## src/rtl/cond_seq_pkg.sv

```systemverilog
// Shared condition codes, sequencer states and the ARM condition evaluator.
// Used by cond_checker and cond_flag_sequencer.
package cond_seq_pkg;

  localparam logic [3:0] COND_EQ = 4'h0;
  localparam logic [3:0] COND_NE = 4'h1;
  localparam logic [3:0] COND_CS = 4'h2;
  localparam logic [3:0] COND_CC = 4'h3;
  localparam logic [3:0] COND_MI = 4'h4;
  localparam logic [3:0] COND_PL = 4'h5;
  localparam logic [3:0] COND_VS = 4'h6;
  localparam logic [3:0] COND_VC = 4'h7;
  localparam logic [3:0] COND_HI = 4'h8;
  localparam logic [3:0] COND_LS = 4'h9;
  localparam logic [3:0] COND_GE = 4'hA;
  localparam logic [3:0] COND_LT = 4'hB;
  localparam logic [3:0] COND_GT = 4'hC;
  localparam logic [3:0] COND_LE = 4'hD;
  localparam logic [3:0] COND_AL = 4'hE;
  localparam logic [3:0] COND_NV = 4'hF;

  typedef enum logic [2:0] {
    S_IDLE,
    S_EVAL,
    S_EXEC,
    S_LOAD,
    S_SETTLE
  } state_e;

  function automatic logic cond_eval(
    input logic [3:0] cond,
    input logic       n,
    input logic       z,
    input logic       c,
    input logic       v
  );
    logic r;
    r = 1'b0;
    case (cond)
      COND_EQ: r = z;
      COND_NE: r = !z;
      COND_CS: r = c;
      COND_CC: r = !c;
      COND_MI: r = n;
      COND_PL: r = !n;
      COND_VS: r = v;
      COND_VC: r = !v;
      COND_HI: r = c && !z;
      COND_LS: r = !c || z;
      COND_GE: r = (n == v);
      COND_LT: r = (n != v);
      COND_GT: r = !z && (n == v);
      COND_LE: r = z || (n != v);
      COND_AL: r = 1'b1;
      default: r = 1'b0;
    endcase
    return r;
  endfunction

endpackage

```

## src/rtl/cond_flag_sequencer_checker.sv

```systemverilog
// Combinational ARM condition check against N/Z/C/V.
// Shared with the branch unit.
module cond_checker
  import cond_seq_pkg::*;
(
  input  logic [3:0] cond_i,
  input  logic       n_i,
  input  logic       z_i,
  input  logic       c_i,
  input  logic       v_i,
  output logic       pass_o
);

  assign pass_o = cond_eval(cond_i, n_i, z_i, c_i, v_i);

endmodule

```

## src/rtl/cond_flag_sequencer.sv

```systemverilog
// Conditional-execution sequencer between issue logic and the ALU/flag pair.
// Define COND_STATS_EN to add exec_count/skip_count statistics outputs.
module cond_flag_sequencer
  import cond_seq_pkg::*;
#(
  parameter int SETTLE_CYCLES = 1,
  parameter int ALU_TIMEOUT   = 15
`ifdef COND_STATS_EN
  ,
  parameter int CNT_W         = 16
`endif
) (
  input  logic       clk,
  input  logic       rst_n,
  input  logic       instr_valid,
  output logic       instr_ready,
  input  logic [3:0] cond,
  input  logic       s_bit,
  input  logic       n_flag,
  input  logic       z_flag,
  input  logic       c_flag,
  input  logic       v_flag,
  output logic       alu_start,
  input  logic       alu_done,
  output logic       frld,
  output logic       cond_pass,
  output logic       instr_done,
  output logic       skipped,
  output logic       timeout_err,
  input  logic       clr_err
`ifdef COND_STATS_EN
  ,
  output logic [CNT_W-1:0] exec_count,
  output logic [CNT_W-1:0] skip_count
`endif
);

  localparam int TW = $clog2(ALU_TIMEOUT + 1);
  localparam int SW = (SETTLE_CYCLES > 0) ?
                      $clog2(SETTLE_CYCLES + 1) : 1;

  state_e        state_q, state_d;
  logic [3:0]    cond_q, cond_d;
  logic          sbit_q, sbit_d;
  logic [TW-1:0] tcnt_q, tcnt_d;
  logic [SW-1:0] scnt_q, scnt_d;
  logic          ready_q, ready_d;
  logic          start_q, start_d;
  logic          frld_q, frld_d;
  logic          pass_q, pass_d;
  logic          done_q, done_d;
  logic          skip_q, skip_d;
  logic          terr_q, terr_d;
  logic          to_hit;
  logic          eval_pass;

  cond_checker u_chk (
    .cond_i (cond_q),
    .n_i    (n_flag),
    .z_i    (z_flag),
    .c_i    (c_flag),
    .v_i    (v_flag),
    .pass_o (eval_pass)
  );

  always_comb begin
    state_d = state_q;
    cond_d  = cond_q;
    sbit_d  = sbit_q;
    tcnt_d  = tcnt_q;
    scnt_d  = scnt_q;
    start_d = 1'b0;
    frld_d  = 1'b0;
    pass_d  = pass_q;
    done_d  = 1'b0;
    skip_d  = 1'b0;
    to_hit  = 1'b0;
    unique case (state_q)
      S_IDLE: begin
        if (instr_valid && ready_q) begin
          cond_d  = cond;
          sbit_d  = s_bit;
          state_d = S_EVAL;
        end
      end
      S_EVAL: begin
        pass_d = eval_pass;
        if (eval_pass) begin
          state_d = S_EXEC;
          start_d = 1'b1;
          tcnt_d  = TW'(1);
        end else begin
          state_d = S_IDLE;
          done_d  = 1'b1;
          skip_d  = 1'b1;
        end
      end
      S_EXEC: begin
        tcnt_d = tcnt_q + TW'(1);
        if (alu_done) begin
          if (sbit_q) begin
            state_d = S_LOAD;
            frld_d  = 1'b1;
          end else begin
            state_d = S_IDLE;
            done_d  = 1'b1;
          end
        end else if (tcnt_q == TW'(ALU_TIMEOUT)) begin
          state_d = S_IDLE;
          done_d  = 1'b1;
          to_hit  = 1'b1;
        end
      end
      S_LOAD: begin
        if (SETTLE_CYCLES > 0) begin
          state_d = S_SETTLE;
          scnt_d  = SW'(1);
        end else begin
          state_d = S_IDLE;
          done_d  = 1'b1;
        end
      end
      S_SETTLE: begin
        if (scnt_q == SW'(SETTLE_CYCLES)) begin
          state_d = S_IDLE;
          done_d  = 1'b1;
        end else begin
          scnt_d = scnt_q + SW'(1);
        end
      end
      default: state_d = S_IDLE;
    endcase
    // set beats clear so a fresh timeout is never lost
    terr_d = to_hit ? 1'b1 : (clr_err ? 1'b0 : terr_q);
    // completion cycle is not an accept cycle
    ready_d = (state_d == S_IDLE) && !done_d;
  end

  always_ff @(posedge clk or negedge rst_n) begin
    if (!rst_n) begin
      state_q <= S_IDLE;
      cond_q  <= '0;
      sbit_q  <= 1'b0;
      tcnt_q  <= '0;
      scnt_q  <= '0;
      ready_q <= 1'b1;
      start_q <= 1'b0;
      frld_q  <= 1'b0;
      pass_q  <= 1'b0;
      done_q  <= 1'b0;
      skip_q  <= 1'b0;
      terr_q  <= 1'b0;
    end else begin
      state_q <= state_d;
      cond_q  <= cond_d;
      sbit_q  <= sbit_d;
      tcnt_q  <= tcnt_d;
      scnt_q  <= scnt_d;
      ready_q <= ready_d;
      start_q <= start_d;
      frld_q  <= frld_d;
      pass_q  <= pass_d;
      done_q  <= done_d;
      skip_q  <= skip_d;
      terr_q  <= terr_d;
    end
  end

  assign instr_ready = ready_q;
  assign alu_start   = start_q;
  assign frld        = frld_q;
  assign cond_pass   = pass_q;
  assign instr_done  = done_q;
  assign skipped     = skip_q;
  assign timeout_err = terr_q;

`ifdef COND_STATS_EN
  logic [CNT_W-1:0] exec_q, skipc_q;

  always_ff @(posedge clk or negedge rst_n) begin
    if (!rst_n) begin
      exec_q  <= '0;
      skipc_q <= '0;
    end else if (state_q == S_EVAL) begin
      if (eval_pass && !(&exec_q))
        exec_q <= exec_q + 1'b1;
      if (!eval_pass && !(&skipc_q))
        skipc_q <= skipc_q + 1'b1;
    end
  end

  assign exec_count = exec_q;
  assign skip_count = skipc_q;
`endif

endmodule
```

## config.mk

```make
export PLATFORM = sky130hd
export DESIGN_NAME = cond_flag_sequencer
export DESIGN_NICKNAME = d
export VERILOG_FILES = /design/src/rtl/cond_seq_pkg.sv /design/src/rtl/cond_flag_sequencer_checker.sv /design/src/rtl/cond_flag_sequencer.sv
export SDC_FILE = /design/constraint.sdc
export NUM_CORES = 1
export LEC_CHECK = 0
export BUFFER_PORTS_ARGS = -buffer_cell sky130_fd_sc_hd__buf_4
export CAP_MARGIN = 40
export CORE_MARGIN = 5
export CORE_UTILIZATION = 46
export CTS_CLUSTER_DIAMETER = 30
export DETAILED_ROUTE_END_ITERATION = 16
export PLACE_DENSITY = 0.79
export SKIP_LAST_GASP = 1
export SLEW_MARGIN = 20
export SYNTH_ARGS = -nofsm -noshare
export SYNTH_HDL_FRONTEND = slang
export SYNTH_SLANG_ARGS = --single-unit
```

## constraint.sdc

```tcl
create_clock -name clk -period 1.8 [get_ports clk]
set_input_delay 0.36 -clock clk [delete_from_list [all_inputs] [get_ports clk]]
set_output_delay 0.36 -clock clk [all_outputs]
set_load 0.005 [all_outputs]
```

==> reports/qor.csv <==
metric,value,unit
worst skew pair latency,290,ps
CTS buffer count,3,
1st-pass router iterations,4,
met1 global-route usage,16.5,%
GR Layer Usage met2,26.3,%
worst rel slew slack,70.3,%
Post-Syn Instances,101,
routed length per instance,13.6,µm
Root Buffer Master,clkbuf_4,
DRC,0,
Hold Path Class,input port to flop,
clk buf depth,2,
Slew @ Worst Pin,442,ps
clock-pin slew on the worst setup and hold paths,110,ps
CP startpoint kind,flop,
clk_skew,5.62,ps
first-pass GRT wire length,3840,µm
average size of a mapped cell,10.4,µm²
final setup margin,-20.6,ps
max cap viols,0,
failing checks,negative setup slack,
Final nets,147,
CTS sink cnt,20,
Iteration-0 DRC Markers,15,
std cell rows,17,
Yosys reg bits,20,
post-synthesis sequential area ratio,47.9,%
cell total after placement,153,
Worst VDD drop,0.980,mV
PwrDens,1550,nW/µm²
H-tree depth,1,
Die Ht,57.7,µm
layout cell share with drive strength beyond 1,38.2,%
Reg area,504,µm²
Util after Layout,60.9,%
Initial Utilization,47.8,%
unrepaired setup endpoints after global routing,yes,
"most common cell after layout, fill and taps aside",buf_4,
Syn. warnings,0,
net count after synthesis,116,
Placeable Area,2190,µm²
Final Slew Violations,0,
ys flop type,dfrtp_1,
# setup viols final,1,
fillers,179,
endpoints failing hold,0,
LEAKAGE,0.000624,µW
antenna violations before repair,0,
WP data required,1980,ps
Syn Std Cell Area,1050,µm²
ANT nets after route,0,
vias in the first global route,920,
multi-input logic area,520,µm²
crit path DAT,2000,ps
busiest grt layer,met2,
min cycle time layout,1820,ps
PortBufs,20,
die width,57.7,µm
IO Count,21,
Area Overhead vs Synth,27.5,%
Crit Path Class,flop to flop,
R2R Setup Slk,-20,ps
diodes inserted,0,
Finished Layout Cells,159,
post-detail-place hpwl,1650,µm
GPL Wtd Cong,0.841,
ys async rst share,100,%
die area,3330,µm²
Yosys cell types,41,
CP max FO,6,
Tot GR Track Use,14.5,%
"commonest non-fill, non-tap cells in the layout","buf_4, dfrtp_1, nor2_1",
grt total ovfl,0,
Post-synth EDFFs,0,
CP Capture Type,flop,
status,"finished, violations left",
Final period util,101,%
WHS,247,ps
Global Route met3 Usage,2.90,%
via-per-instance ratio,5.58,
Vias,888,
CTS tree,yes,
largest net degree at the start of global routing,21,
drt total wl,2160,µm
Fmax,549,MHz
[report_power, final]
part | leakage, µW | switching [µW] | internal (µW) | total (µW)
Combinational | 0.000356 | 446 | 565 | 1010
Clock | 0.0000210 | 126 | 123 | 249
Sequential | 0.000248 | 171 | 637 | 808
[state kept, by name (all words and copies together) (netlist names)]
name	count
scnt_q	1
tcnt_q	4
timeout_err	1
state_q	3
alu_start	1
sbit_q	1
skipped	1
instr_done	1
cond_q	4
cond_pass	1
instr_ready	1
frld	1
[routing by layer]
layer,vias to the layer above,routed length [µm],share of wire (%)
li1,426,-,-
met1,429,930,43
met2,29,1090,50
met3,4,114,5.3
met4,0,29,1.3
met5,-,0,0
[cells by family after synthesis]
family          after synthesis  share of synthesized area [%]
compound gates               24                           16.6
xor+xnor                      4                           3.35
fa+ha+maj                     1                           1.19
buf+inv                       7                           3.58
flops                        20                           47.9
mux                           8                           8.36
simple gates                 37                           19.0
[cell type report]
| class | instances | area share, % |
|---|---|---|
| clock buffer | 4 | 2.72 |
| tap | 28 | 2.62 |
| multi-input combinational | 74 | 39.0 |
| timing repair buffer | 30 | 17.1 |
| inverter | 3 | 0.843 |
| sequential | 20 | 37.8 |
[synthesized netlist by cell type (all sizes together), types with 3 or more instances]
| cell | count | share of area, % |
|---|---|---|
| nor2b | 4 | 2.4 |
| dfrtp | 19 | 45 |
| nor2 | 10 | 3.6 |
| a21oi | 6 | 2.9 |
| inv | 3 | 1.1 |
| o21ai | 4 | 1.9 |
| nand2 | 8 | 2.9 |
| mux2 | 6 | 6.5 |
[repair_timing]
item,in CTS,in global routing
setup buffers,1,0
pin swaps,2,1
hold buffers,1,0
endpoints found under the setup margin,4,5
hold endpoints to repair,19,0
gates resized for setup,3,1
[final timing paths]
| path | from | end | cells after the start |
|---|---|---|---|
| min | clr_err | timeout_err | 2 |
| max | cond_q[0] | cond_pass | 6 |
| max in group asynchronous | rst_n | instr_ready | 2 |
| min reg2reg | scnt_q | scnt_q | 2 |
| max reg2reg | cond_q[0] | cond_pass | 6 |
| min in group asynchronous | rst_n | tcnt_q[2] | 2 |
[worst max-delay path, stage by stage (launching register included)]
cell and delay (ps):
dfrtp_2 480, buf_4 160, nand2_1 50, o22a_1 140, o32ai_1 110, or4_4 510, mux2_2 270
[through the flow]
stage,setup WS (ps),total power (µW),setup TNS [ps],cell area [µm²]
after detailed placement,-51.1,1780,-114,1270
after CTS,-12.7,2070,-12.7,1330
after global placement,7.82,1730,0,1270
after global routing,-81.0,2240,-204,1340
after floorplan,41.8,1440,0,1050
final,-20.6,2070,-20.6,1340
Note: power is estimated with default switching activity, not from simulation.
